### src/rtl/counter_updn_mod_if.sv
// Counter control/status bundle: master drives control, slave returns count and flags.
// CNT_PRESCALE_EN adds the PRE_W parameter and the prescale field.
interface counter_updn_mod_if #(
  parameter int WIDTH = 4
`ifdef CNT_PRESCALE_EN
  , parameter int PRE_W = 4
`endif
);
  logic             en;
  logic             load;
  logic [WIDTH-1:0] data;
  logic             up_dwn;
  logic [WIDTH-1:0] limit;
  logic             sat_mode;
`ifdef CNT_PRESCALE_EN
  logic [PRE_W-1:0] prescale;
`endif
  logic [WIDTH-1:0] out;
  logic             at_max;
  logic             at_zero;
  logic             wrap;
  logic             sat;

  modport master (
    output en, load, data, up_dwn, limit, sat_mode,
`ifdef CNT_PRESCALE_EN
    output prescale,
`endif
    input  out, at_max, at_zero, wrap, sat
  );

  modport slave (
    input  en, load, data, up_dwn, limit, sat_mode,
`ifdef CNT_PRESCALE_EN
    input  prescale,
`endif
    output out, at_max, at_zero, wrap, sat
  );
endinterface

### src/rtl/counter_updn_mod.sv
// Up/down counter, range 0..limit, wrap or saturate, load, wrap/sat pulses.
// Ports: clk, reset (sync, active high), bus (slave). Macro CNT_PRESCALE_EN adds a step divider.
module counter_updn_mod #(
  parameter int WIDTH = 4,
  parameter int PRE_W = 4
) (
  input  logic          clk,
  input  logic          reset,
  counter_updn_mod_if.slave bus
);
  logic [WIDTH-1:0] cnt;
  logic             wrap_q;
  logic             sat_q;
  logic             step;

`ifdef CNT_PRESCALE_EN
  logic [PRE_W-1:0] div;

  always_comb step = bus.en && (div == bus.prescale);

  // Divider also resets when prescale drops below it (no step then).
  always_ff @(posedge clk) begin
    if (reset || bus.load) begin
      div <= '0;
    end else if (bus.en) begin
      if (div >= bus.prescale) div <= '0;
      else                     div <= div + 1'b1;
    end
  end
`else
  logic [PRE_W-1:0] unused_pre;
  assign unused_pre = '0;

  always_comb step = bus.en;
`endif

  always_ff @(posedge clk) begin
    if (reset) begin
      cnt    <= '0;
      wrap_q <= 1'b0;
      sat_q  <= 1'b0;
    end else if (bus.load) begin
      cnt    <= (bus.data > bus.limit) ? bus.limit : bus.data;
      wrap_q <= 1'b0;
      sat_q  <= 1'b0;
    end else begin
      wrap_q <= 1'b0;
      sat_q  <= 1'b0;
      if (step) begin
        if (bus.up_dwn) begin
          if (cnt < bus.limit) begin
            cnt <= cnt + 1'b1;
          end else if (bus.sat_mode) begin
            cnt   <= bus.limit;
            sat_q <= 1'b1;
          end else begin
            cnt    <= '0;
            wrap_q <= 1'b1;
          end
        end else begin
          if (cnt == '0) begin
            if (bus.sat_mode) begin
              sat_q <= 1'b1;
            end else begin
              cnt    <= bus.limit;
              wrap_q <= 1'b1;
            end
          end else if (cnt > bus.limit) begin
            // Stale count above a lowered limit snaps to limit.
            cnt <= bus.limit;
          end else begin
            cnt <= cnt - 1'b1;
          end
        end
      end
    end
  end

  assign bus.out     = cnt;
  assign bus.at_max  = (cnt == bus.limit);
  assign bus.at_zero = (cnt == '0);
  assign bus.wrap    = wrap_q;
  assign bus.sat     = sat_q;
endmodule

### src/flat_wrapper.sv
// flat-port wrapper written by rule: the top's interface ports become plain ports
module counter_updn_mod_flat 
#(
  parameter int WIDTH = 4,
  parameter int PRE_W = 4
)
  (clk, reset, bus_en, bus_load, bus_data, bus_up_dwn, bus_limit, bus_sat_mode, bus_out, bus_at_max, bus_at_zero, bus_wrap, bus_sat);
  counter_updn_mod_if #(.WIDTH(WIDTH)) bus_i ();
  input  logic clk;
  input  logic reset;
  input wire logic [$bits(bus_i.en)-1:0] bus_en;
  input wire logic [$bits(bus_i.load)-1:0] bus_load;
  input wire logic [$bits(bus_i.data)-1:0] bus_data;
  input wire logic [$bits(bus_i.up_dwn)-1:0] bus_up_dwn;
  input wire logic [$bits(bus_i.limit)-1:0] bus_limit;
  input wire logic [$bits(bus_i.sat_mode)-1:0] bus_sat_mode;
  output wire logic [$bits(bus_i.out)-1:0] bus_out;
  output wire logic [$bits(bus_i.at_max)-1:0] bus_at_max;
  output wire logic [$bits(bus_i.at_zero)-1:0] bus_at_zero;
  output wire logic [$bits(bus_i.wrap)-1:0] bus_wrap;
  output wire logic [$bits(bus_i.sat)-1:0] bus_sat;
  assign bus_i.en = bus_en;
  assign bus_i.load = bus_load;
  assign bus_i.data = bus_data;
  assign bus_i.up_dwn = bus_up_dwn;
  assign bus_i.limit = bus_limit;
  assign bus_i.sat_mode = bus_sat_mode;
  assign bus_out = bus_i.out;
  assign bus_at_max = bus_i.at_max;
  assign bus_at_zero = bus_i.at_zero;
  assign bus_wrap = bus_i.wrap;
  assign bus_sat = bus_i.sat;
  counter_updn_mod #(.WIDTH(WIDTH), .PRE_W(PRE_W)) u_core (.clk(clk), .reset(reset), .bus(bus_i));
endmodule
### config.mk
export PLATFORM = sky130hd
export DESIGN_NAME = counter_updn_mod_flat
export DESIGN_NICKNAME = d
export VERILOG_FILES = /design/src/rtl/counter_updn_mod_if.sv /design/src/rtl/counter_updn_mod.sv /design/src/flat_wrapper.sv
export SDC_FILE = /design/constraint.sdc
export NUM_CORES = 1
export LEC_CHECK = 0
export BUFFER_PORTS_ARGS = -buffer_cell sky130_fd_sc_hd__buf_4
export CAP_MARGIN = 5
export CORE_MARGIN = 5
export CORE_UTILIZATION = 56
export CTS_BUF_LIST = sky130_fd_sc_hd__clkbuf_16
export CTS_CLUSTER_DIAMETER = 120
export DETAILED_ROUTE_END_ITERATION = 16
export GPL_TIMING_DRIVEN = 0
export PLACE_DENSITY = 0.85
export SETUP_SLACK_MARGIN = 0.2
export SYNTH_ARGS = -nofsm -noshare
export SYNTH_HDL_FRONTEND = slang
export SYNTH_SLANG_ARGS = --single-unit
export TNS_END_PERCENT = 20
### constraint.sdc
create_clock -name clk -period 3.25 [get_ports clk]
set_input_delay 0.4875 -clock clk [delete_from_list [all_inputs] [get_ports clk]]
set_output_delay 0.4875 -clock clk [all_outputs]
set_load 0.02 [all_outputs]
==> impl_results.md <==
* DRC viols at 0
* Via Count at 983
* Post-Place Cells at 149
* Worst-skew pair later-pin latency at 230 ps
* Antenna violations before repair at 0
* CP top delay family: compound AO/OA/AOI/OAI gates
* Ys async rst share at 0
* Leak Pwr at 0.498 nW
* Final GP Congestion at 0.897
* Final worst-path cycle share at 0.738
* Average cell area after synthesis at 7.84 sq um
* CP max-delay cell: o21ai_1
* H-tree lvl count at 1
* Nets at 162
* Peak VDD IR at 444 uV
* Slew HR at 0.599
* Hold Fails Final Rpt at 0
* Period minus WS final at 2400 ps
* Max cap viols at 0
* Post-route insts no fill at 152
* CTS buffer count at 3
* Register area at 120 sq um
* Clock skew at 2.85 ps
* CP required at 3370 ps
* Syn Inst Count at 112
* Ant. Diodes at 0
* Multi-input gate area at 714 sq um
* Synthesized area at 878 sq um
* Clk sinks at 6
* Switching share of power at 0.366
* Seq cells post-synth at 6
* Instance count on the critical path at 8
* Gate power share at 0.447
* Largest net degree at the start of global routing at 11
* Setup WS pre-CTS at 703 ps
* P_int at 0.346 mW
* Die area at 2460 sq um
* Post-DR vias/cell at 6.47
* Reg2reg setup slack at 880 ps
* Sequential Power Share at 0.182
* Cell Pwr Density at 482 nW/um^2
* Worst-path fanout max at 7
* Slew @ Worst Pin at 597 ps
* Worst-path cell chain: buf_4, inv_1, ha_1, nor2b_1, o21ai_1, a21oi_1, a221o_1, a2111oi_2
* Pins Over Slew Limit at 0
* Min-delay worst type: in -> reg
* Share of cells above drive strength 1 at 0.257
* Post-synth EDFFs at 0
* # IOs at 22
* Vias in the first global route at 962
* Area growth from synthesis to layout at 28.8%
* Fill count at 107
* Setup_tns at 0 ps
* Switch Pwr at 0.199 mW
* Setup violation total in the final timing report at 0
* Post-CTS setup buffers at 0
* Status: finished clean
* Hpwl dp at 1.98 mm
* Synthesized Nets at 136
* Overflow after GRT at 0
* Clk buf depth at 2
* CORE AREA at 1490 sq um
* Die Ht at 49.6 microns
* # port buffers at 21
* Final WL at 2.62 mm
* Slowest stage delay, CP at 480 ps
* Dominant synthesized flop cell: dfxtp_1
* Netlist cell types at 44
* Final Instance Area at 1130 sq um
* Utilization after layout at 0.760
* # rows at 14
* Register area share after synthesis at 0.137
* Clock tree root driver cell: clkbuf_16
* FMAX at 0.417 GHz
* CTS tree: yes
* Worst Setup Start Kind: input port
* RSZ-0062 raised after global routing: false
* Crit path buf inv count at 2
* Resize count post-CTS at 0
* Initial Util at 0.590
* Clock power frac at 0.371
* R2R depth at 6
* Commonest non-fill, non-tap cell in the layout: buf_4
* Initial DRC count at 55
* First-pass GRT wire length at 4.46 mm
* CTS clock-pin slew for the worst setup and hold paths at 40 ps
* Leading cell types in the layout, fill and taps excluded: buf_4, ha_1, nand2_1
* Crit end category: flip-flop
* Arr. time, crit path at 2520 ps
* Hold Path Cell Cnt at 2
* Die width at 49.6 microns
* Placed instance area at 1060 sq um
* Tot GR Track Use at 0.229
* DR WL/cell at 17.2 microns
* Final worst slack at 852 ps
* First-pass DRT Iterations at 4
* Synthesis Warnings at 0
* CP Class: in -> reg
* Final ANT Viol Nets at 0
* Post-CTS Hold Buffers at 0
-- worst register-to-register path: cells and delay by family (launching register included) --
family | cells | cell delay, ps
AO/OA/AOI/OAI | 4 | 1380
AND/OR/NAND/NOR | 1 | 160
flip-flops | 1 | 440
adder cells (fa/ha/maj) | 1 | 290
-- layer usage --
metal  routed length (microns)  GRT usage
met3                       201     0.0452
met1                      1060      0.293
met2                      1320      0.381
met5                         0          0
met4                        36     0.0699
-- cell families after synthesis --
family,Yosys count,synth area share
AOI/OAI and AO/OA,36,0.316
adders and majority gates,10,0.142
DFF,6,0.137
muxes,3,0.0356
and+or+nand+nor,42,0.279
xor gates and xnor gates,4,0.0399
buffers and inverters,11,0.0498
-- through the flow --
stage                     power, mW  hold WS (ps)
after CTS                     0.543           474
after global placement        0.332           708
final                         0.545           475
after floorplan               0.264           556
after detailed placement      0.337           713
after global routing          0.580           479
-- power by group through the flow --
stage	combinational, mW	clock, mW	sequential [mW]
floorplan	0.159	0	0.105
global placement	0.233	0	0.0990
detailed placement	0.238	0	0.0990
CTS	0.241	0.204	0.0981
global route	0.272	0.209	0.0995
finish	0.244	0.202	0.0991
-- cell type report --
| type | count | area share |
|---|---|---|
| plain buffers | 2 | 0.00774 |
| clock buffers | 3 | 0.0664 |
| inverters | 9 | 0.0310 |
| multi-input cells | 95 | 0.632 |
| flip-flops and latches | 6 | 0.106 |
| well taps | 16 | 0.0177 |
| repair buffers | 21 | 0.139 |
-- path summary, 6_finish.rpt --
| kind | end | startpoint |
|---|---|---|
| setup reg to reg | u_core.bus.out[2]$_SDFFE_PP0P_ | u_core.bus.out[1]$_SDFFE_PP0P_ |
| hold reg to reg | u_core.bus.out[0]$_SDFFE_PP0P_ | u_core.bus.out[0]$_SDFFE_PP0P_ |
| hold / removal | u_core.bus.out[0]$_SDFFE_PP0P_ | reset |
| setup / recovery | u_core.bus.out[2]$_SDFFE_PP0P_ | bus_limit[1] |
-- synthesized netlist by cell type, types with 2 or more instances --
library cell	count	area share
a2111oi_2	2	0.034
a21boi_0	2	0.017
a21oi_1	8	0.046
a31oi_1	3	0.021
and4_1	2	0.020
dfxtp_1	6	0.14
ha_1	10	0.14
inv_1	8	0.034
mux2i_1	2	0.023
nand2_1	9	0.038
nand2b_1	4	0.028
nand3_1	3	0.017
nand3b_1	2	0.017
nand4_1	2	0.014
nor2_1	5	0.021
nor2b_1	3	0.021
nor3_1	5	0.028
o211ai_1	3	0.026
o21a_1	2	0.017
o21ai_0	4	0.023
o31ai_1	2	0.017
xnor2_1	2	0.020
xor2_1	2	0.020
-- sequential cells by signal, summed over array words and instances (netlist names) --
name	count
u_core.bus.out	4
u_core.bus.wrap	1
u_core.bus.sat	1
Note: power is estimated with default switching activity, not from simulation.
